## src/rtl/id_pkg.sv

```systemverilog
// Shared decode constants and control-word layout for the ID stage.
// The opcode decoder lives here so the bench-facing top stays datapath-only.
package id_pkg;

  localparam logic [5:0] OP_RTYPE = 6'h00;
  localparam logic [5:0] OP_LW    = 6'h23;
  localparam logic [5:0] OP_SW    = 6'h2B;
  localparam logic [5:0] OP_ADDI  = 6'h08;
  localparam logic [5:0] OP_BEQ   = 6'h04;
  localparam logic [5:0] OP_BNE   = 6'h05;
  localparam logic [5:0] OP_J     = 6'h02;

  localparam logic [1:0] ALUOP_ADD   = 2'b00;
  localparam logic [1:0] ALUOP_SUB   = 2'b01;
  localparam logic [1:0] ALUOP_FUNCT = 2'b10;

  localparam int EX_ALUSRC    = 3;
  localparam int EX_ALUOP_LSB = 1;
  localparam int EX_REGDST    = 0;
  localparam int MEM_WRITE    = 1;
  localparam int MEM_READ     = 0;
  localparam int WB_MEMTOREG  = 1;
  localparam int WB_REGWRITE  = 0;

  typedef struct packed {
    logic [3:0] ex;
    logic [1:0] mem;
    logic [1:0] wb;
    logic       illegal;
  } ctrl_t;

  function automatic ctrl_t decode_op(input logic [5:0] op);
    ctrl_t c;
    c = '0;
    case (op)
      OP_RTYPE: begin
        c.ex[EX_ALUOP_LSB +: 2] = ALUOP_FUNCT;
        c.ex[EX_REGDST]         = 1'b1;
        c.wb[WB_REGWRITE]       = 1'b1;
      end
      OP_LW: begin
        c.ex[EX_ALUSRC]         = 1'b1;
        c.ex[EX_ALUOP_LSB +: 2] = ALUOP_ADD;
        c.mem[MEM_READ]         = 1'b1;
        c.wb[WB_MEMTOREG]       = 1'b1;
        c.wb[WB_REGWRITE]       = 1'b1;
      end
      OP_SW: begin
        c.ex[EX_ALUSRC]         = 1'b1;
        c.mem[MEM_WRITE]        = 1'b1;
      end
      OP_ADDI: begin
        c.ex[EX_ALUSRC]         = 1'b1;
        c.wb[WB_REGWRITE]       = 1'b1;
      end
      OP_BEQ, OP_BNE: c.ex[EX_ALUOP_LSB +: 2] = ALUOP_SUB;
      OP_J:           c = '0;
      default:        c.illegal = 1'b1;
    endcase
    return c;
  endfunction

endpackage

```

## src/rtl/regfile_wf.sv

```systemverilog
// Two-read / one-write register file; a read of the register being written
// this cycle returns the write data. Register 0 is hard-wired to zero.
module regfile_wf #(
  parameter int DATA_W = 32,
  parameter int REG_AW = 5
) (
  input  logic              clk,
  input  logic              rst,
  input  logic [REG_AW-1:0] ra1,
  input  logic [REG_AW-1:0] ra2,
  output logic [DATA_W-1:0] rd1,
  output logic [DATA_W-1:0] rd2,
  input  logic [REG_AW-1:0] wa,
  input  logic [DATA_W-1:0] wd,
  input  logic              we
);

  localparam int NUM_REGS = 2 ** REG_AW;

  logic [DATA_W-1:0] regs [NUM_REGS];
  logic              wr_ok;

  assign wr_ok = we && (wa != '0);

  always_ff @(posedge clk) begin
    if (rst) begin
      for (int i = 0; i < NUM_REGS; i++) regs[i] <= '0;
    end else if (wr_ok) begin
      regs[wa] <= wd;
    end
  end

  assign rd1 = (ra1 == '0) ? '0 : (wr_ok && wa == ra1) ? wd : regs[ra1];
  assign rd2 = (ra2 == '0) ? '0 : (wr_ok && wa == ra2) ? wd : regs[ra2];

endmodule

```

## src/rtl/id_stage_hz.sv

```systemverilog
// MIPS decode stage: register file, decoder, in-ID branch resolution,
// hazard detection and the ID/EX pipeline register with bubble insertion.
module id_stage_hz
  import id_pkg::*;
#(
  parameter int DATA_W = 32,
  parameter int REG_AW = 5,
  parameter int FWD_EN = 1
) (
  input  logic              Clk,
  input  logic              Rst,
  input  logic [31:0]       In_PC,
  input  logic [31:0]       In_IR,
  input  logic              In_Hold,
  input  logic [REG_AW-1:0] In_Rd,
  input  logic [DATA_W-1:0] In_WriteData,
  input  logic              In_RegWrite,
  input  logic [REG_AW-1:0] In_MemRd,
  input  logic [DATA_W-1:0] In_MemData,
  input  logic              In_MemRegWrite,
  output logic              Out_Stall,
  output logic              Out_PCSrc,
  output logic [31:0]       Out_BranchPC,
  output logic [DATA_W-1:0] Out_DataA,
  output logic [DATA_W-1:0] Out_DataB,
  output logic [DATA_W-1:0] Out_SE,
  output logic [5:0]        Out_Funct,
  output logic [REG_AW-1:0] Out_Rs,
  output logic [REG_AW-1:0] Out_Rt,
  output logic [REG_AW-1:0] Out_Rd,
  output logic [3:0]        Out_EXControl,
  output logic [1:0]        Out_MEMControl,
  output logic [1:0]        Out_WBControl,
  output logic              Out_Illegal
);

  logic [5:0]        opcode;
  logic [REG_AW-1:0] rs, rt, rd;
  logic [DATA_W-1:0] rf_a, rf_b, op_a, op_b, se;
  ctrl_t             dec;
  logic              is_beq, is_bne, is_j, is_br, uses_rt;
  logic              fwd_a, fwd_b;
  logic [REG_AW-1:0] idex_dest;
  logic              hz_load, hz_branch, hz_nofwd;
  logic [31:0]       br_target, jmp_target;

  assign opcode = In_IR[31:26];
  assign rs     = In_IR[21 +: REG_AW];
  assign rt     = In_IR[16 +: REG_AW];
  assign rd     = In_IR[11 +: REG_AW];
  assign se     = {{(DATA_W-16){In_IR[15]}}, In_IR[15:0]};
  assign dec    = decode_op(opcode);

  assign is_beq  = (opcode == OP_BEQ);
  assign is_bne  = (opcode == OP_BNE);
  assign is_j    = (opcode == OP_J);
  assign is_br   = is_beq || is_bne;
  assign uses_rt = (opcode == OP_RTYPE) || (opcode == OP_SW) || is_br;

  regfile_wf #(.DATA_W(DATA_W), .REG_AW(REG_AW)) u_rf (
    .clk (Clk),
    .rst (Rst),
    .ra1 (rs),
    .ra2 (rt),
    .rd1 (rf_a),
    .rd2 (rf_b),
    .wa  (In_Rd),
    .wd  (In_WriteData),
    .we  (In_RegWrite)
  );

  // Comparator operands take the MEM result when it targets a source register.
  assign fwd_a = (FWD_EN != 0) && In_MemRegWrite && (In_MemRd == rs) && (rs != '0);
  assign fwd_b = (FWD_EN != 0) && In_MemRegWrite && (In_MemRd == rt) && (rt != '0);
  assign op_a  = fwd_a ? In_MemData : rf_a;
  assign op_b  = fwd_b ? In_MemData : rf_b;

  assign idex_dest = Out_EXControl[EX_REGDST] ? Out_Rd : Out_Rt;

  assign hz_load   = Out_MEMControl[MEM_READ] && (Out_Rt != '0) &&
                     ((Out_Rt == rs) || (uses_rt && (Out_Rt == rt)));
  assign hz_branch = is_br && Out_WBControl[WB_REGWRITE] && (idex_dest != '0) &&
                     ((idex_dest == rs) || (idex_dest == rt));
  assign hz_nofwd  = (FWD_EN == 0) && is_br && In_MemRegWrite && (In_MemRd != '0) &&
                     ((In_MemRd == rs) || (In_MemRd == rt));

  assign Out_Stall = In_Hold || hz_load || hz_branch || hz_nofwd;

  assign br_target    = In_PC + {{14{In_IR[15]}}, In_IR[15:0], 2'b00};
  assign jmp_target   = {In_PC[31:28], In_IR[25:0], 2'b00};
  assign Out_BranchPC = is_j ? jmp_target : br_target;
  assign Out_PCSrc    = !Out_Stall &&
                        (is_j || (is_beq && (op_a == op_b)) || (is_bne && (op_a != op_b)));

  always_ff @(posedge Clk) begin
    if (Rst || (!In_Hold && Out_Stall)) begin
      Out_DataA      <= '0;
      Out_DataB      <= '0;
      Out_SE         <= '0;
      Out_Funct      <= '0;
      Out_Rs         <= '0;
      Out_Rt         <= '0;
      Out_Rd         <= '0;
      Out_EXControl  <= '0;
      Out_MEMControl <= '0;
      Out_WBControl  <= '0;
      Out_Illegal    <= 1'b0;
    end else if (!In_Hold) begin
      Out_DataA      <= rf_a;
      Out_DataB      <= rf_b;
      Out_SE         <= se;
      Out_Funct      <= In_IR[5:0];
      Out_Rs         <= rs;
      Out_Rt         <= rt;
      Out_Rd         <= rd;
      Out_EXControl  <= dec.ex;
      Out_MEMControl <= dec.mem;
      Out_WBControl  <= dec.wb;
      Out_Illegal    <= dec.illegal;
    end
  end

endmodule
```

## config.mk

```make
export PLATFORM = sky130hd
export DESIGN_NAME = id_stage_hz
export DESIGN_NICKNAME = d
export VERILOG_FILES = /design/src/rtl/id_pkg.sv /design/src/rtl/regfile_wf.sv /design/src/rtl/id_stage_hz.sv
export SDC_FILE = /design/constraint.sdc
export NUM_CORES = 2
export LEC_CHECK = 0
export CAP_MARGIN = 25
export CORE_MARGIN = 5
export CORE_UTILIZATION = 55
export DETAILED_ROUTE_END_ITERATION = 7
export PLACE_DENSITY_LB_ADDON = 0.05
export RECOVER_POWER = 25
export SETUP_SLACK_MARGIN = 0.05
export SLEW_MARGIN = 20
export SYNTH_ARGS = -nofsm -noshare
export SYNTH_HDL_FRONTEND = slang
export SYNTH_SLANG_ARGS = --single-unit
```

## constraint.sdc

```tcl
create_clock -name Clk -period 9 [get_ports Clk]
set_input_delay 2.25 -clock Clk [delete_from_list [all_inputs] [get_ports Clk]]
set_output_delay 2.25 -clock Clk [all_outputs]
set_load 0.05 [all_outputs]
```

==> flow_summary.rst <==
.. list-table::
   :header-rows: 1

   * - Metric
     - Value
   * - Number of warnings printed during yosys synthesis
     - 0
   * - Highest clock rate
     - around 0.11 GHz
   * - Number of nets with antenna violations after routing
     - 0
   * - CP startpoint kind
     - primary input
   * - Endpoint of the most critical register-to-register path
     - Out_DataA[16]$_SDFFE_PP0N_
   * - Routed wire per std cell
     - 36.2 um
   * - Max incr delay on CP
     - 0.68 ns
   * - Clock edge transition at the registers on the reported setup and hold paths
     - 0.06 ns
   * - List of cells traversed by the critical path
     - buf_2 -> inv_1 -> buf_12 -> buf_4 -> mux2i_1 -> a221o_1 -> o31ai_1 -> mux2i_1 -> xor2_1 -> nor2_1 -> o2111ai_1 -> nor4_1 -> nand4_1 -> buf_4 -> mux2_4 -> o21ai_2 -> buf_12
   * - Slowest stage cell, crit path
     - o31ai_1
   * - Worst-case headroom to the max-slew limit
     - -114%
   * - Result of the run
     - finished, violations left
   * - Nets
     - 5,127
   * - Total negative setup slack
     - 0 ns
   * - Critical path data arrival time
     - about 6.7 ns
   * - Detailed-route via count
     - 45.9k
   * - Internal reg-to-reg setup slack
     - 5.66 ns
   * - Count leader, synth
     - edfxtp_1
   * - Share of async-settable or async-resettable flops after synthesis
     - 0%
   * - Final Wtd Congestion
     - 0.944
   * - Worst reg-to-reg path cell count
     - 9
   * - Share of the cycle needed by the critical path after routing
     - 99.3%
   * - Cell type group with the largest total delay on the critical path
     - buffers and inverters
   * - Root Driver
     - clkbuf_16
   * - Per-cell via count in the routed design
     - 6.97
   * - TritonCTS clock tree
     - done
   * - Post-route minimum period
     - roughly 8.9 ns
   * - Top flip-flop cell by instance count after synthesis
     - edfxtp_1
   * - Number of violations of the max-capacitance limit
     - 14
   * - Standard-cell row count
     - 124
   * - Buf/Inv on CP
     - 6
   * - Final hold violation count
     - 0
   * - Commonest cells in the synthesized netlist
     - edfxtp_1, and2_1, mux4_2, clkbuf_1, nor2_1
   * - Placed cell area
     - 68,700 um2
   * - Non-filler instance count after layout
     - 6,581
   * - Number of enable flip-flop cells after synthesis
     - 1,024
   * - Synth Instances
     - 4,617
   * - Unrepaired setup endpoints after global routing
     - no
   * - Core utilization of the finished layout
     - 64.0%
   * - GR Util All Layers
     - 38.7%
   * - DR iter-0 viols
     - 7,368
   * - Power per cell area
     - 187 nW/um2
   * - Count of TritonRoute iterations in the first routing pass
     - 6
   * - Antenna violations before repair
     - 20
   * - Global-route wire length before repair
     - 333,000 um
   * - TritonCTS buffer count
     - 120
   * - Hold Crit Endpoint
     - Out_DataA[14]$_SDFFE_PP0N_
   * - Syn Area/Cell
     - about 14 um2
   * - Crit. End Element
     - primary output
   * - Core ar.
     - approximately 110,000 um2
   * - Crit Reg-Reg Startpoint
     - Out_SE[15]$_SDFFE_PP0N_
   * - Netlist cell types
     - 90
   * - DR DRC count
     - 0
   * - Final total power
     - between 10 and 15 mW
   * - Area delta synth->final
     - 16.1%
   * - Slew Limit Fails
     - 429
   * - Clock H-tree levels
     - 3
   * - Fraction of final layout cells sized beyond drive strength 1
     - 23.2%
   * - Pin count of the biggest net entering global routing
     - 78
   * - Leftover overflow at the end of global routing
     - 0
   * - P_leak
     - 25.4 nW
   * - # clock sinks
     - around 1.1k
   * - Post-route cell area
     - ~73,000 um2
   * - Width of the die
     - 348 um
   * - Cell depth of the worst min-delay path
     - 2
   * - Total routed wirelength
     - 238,000 um
   * - Flip-flop and latch count after synthesis
     - 1,122
   * - Maximum fanout count along the critical path
     - 16
   * - Worst Hold Launch
     - Out_DataA[14]$_SDFFE_PP0N_
   * - Final setup fails
     - 0
   * - Kind of path behind the tightest hold check
     - register to register
   * - Kind of critical path
     - primary input to primary output
   * - Synthesized cell area
     - 62,700 um2
   * - Dominant cells by area after synthesis
     - edfxtp_1, mux4_2, and2_1
   * - Initial cell density of the core
     - 55.1%
   * - Die area
     - 121,000 um2
   * - Latest clock arrival within the worst-skew pair
     - 0.75 ns
   * - Detailed placement HPWL
     - 155,000 um
   * - Number of global-route vias before repair
     - 44.3k
   * - Violations in the final reports
     - capacitance limit, slew limit
   * - Max Buffers Root-to-Sink
     - 3
   * - VDD IR-drop max
     - ~150 uV
   * - Worst Max-Slew Pin Slew
     - 3.21 ns
   * - IO Count
     - 303
   * - PortBufs
     - just over 300
   * - Number of buffers added to fix hold violations after cts
     - 0
   * - Share of the synthesized area in the top cell type
     - roughly half
   * - Top cell type by total area after synthesis
     - edfxtp_1
   * - Sequential share of the synthesized area
     - a little over half
   * - Critical Path RT
     - 6.75 ns
   * - Clock tree skew after final layout
     - about 0.033 ns
   * - Chip Height
     - 348 um
   * - Total instance count after detailed placement
     - 6,339
==> report_power, final <==
group	switching, mW	leakage, nW	total, mW	internal [mW]
combinational	1.49	13.0	2.46	0.972
sequential	0.156	10.6	6.13	5.97
clock	2.18	1.92	5.01	2.83
total	3.83	25.4	13.6	9.77
==> worst reg2reg max path, cell delays in order (launching register included) <==
cell and delay (ns):
dfxtp_1 0.87, mux2i_1 0.32, xnor2_1 0.21, nor3_1 0.14, a31oi_1 0.11, a311oi_1 0.23, nor3_1 0.15, o21bai_4 0.61
buf_12 0.38, nor3_1 0.18
==> flip-flops by register name (all words and copies together), names as in the netlist <==
signal and count:
Out_DataA 32, Out_DataB 32, Out_EXControl 4, Out_Illegal 1, Out_MEMControl 2, Out_Rs 5
Out_Rt 5, Out_SE 16, Out_WBControl 1, u_rf.regs 1024
==> worst max path at each step <==
stage	startpoint	to	slack [ns]	cells past startpoint
3_5_place_dp	In_Rd[3]	Out_PCSrc	-0.23	17
6_report	In_IR[19]	Out_PCSrc	0.06	17
3_3_place_gp	In_IR[21]	Out_PCSrc	-0.75	18
4_1_cts	In_Rd[0]	Out_PCSrc	0.07	17
5_1_grt	In_IR[16]	Out_PCSrc	0.06	17
2_1_floorplan	In_IR[16]	Out_PCSrc	0.99	16
==> metal layers <==
metal | global-route usage, % | wire length [um] | share of wire, % | vias up
li1 | - | - | - | 18424
met1 | 51.9 | 85000 | 36 | 23121
met2 | 58.9 | 107000 | 45 | 3584
met3 | 12.3 | 35100 | 15 | 713
met4 | 16.3 | 11700 | 4.9 | 14
met5 | 0 | 90 | 0.038 | -
==> through the flow <==
step / hold WS [ns] / setup slack, ns
floorplan: 0.686 / 0.986
global placement: 0.450 / -0.745
detailed placement: 0.456 / -0.229
CTS: 0.467 / 0.0706
global route: 0.500 / 0.0571
finish: 0.467 / 0.0630
==> layout by cell type, fill, tap and decap left out, types with 116 or more instances in the layout <==
cell             synthesis  routed
mux4_2                 515     515
nand2_1                127     127
clkdlybuf4s50_1          0     253
mux2i_1                178     178
nor2_1                 220     192
a21oi_1                117     116
clkbuf_16                0     122
and2_0                   0     149
nor3_1                 191     189
buf_4                   63     306
edfxtp_1              1024    1024
and2_1                 855     706
==> cell families after synthesis <==
kind of cell    synth area share [%]
compound gates                  6.42
buf+inv                         3.98
mux                             21.7
xor+xnor                        1.14
flops                           52.1
simple gates                    14.0
other cells                  0.00598
fa+ha+maj                      0.610
==> layout make-up <==
cell class                      count  area [um2]
Timing Repair Buffer              665        6230
Sequential cell                  1122       32700
Clock inverter                     67         637
Tap cell                         1512        1890
Clock buffer                      161        3300
Inverter                           44         165
Fill cell                        8523       41000
Multi-Input combinational cell   3001       27900
Antenna cell                        9        22.5
==> repair_timing <==
action,CTS,global route
endpoints found under the setup margin,1,1
resized for setup,15,19
cloned,0,2
pin swaps,0,3
buffers inserted,1,0
No activity file was read; power rests on OpenSTA's default activity.
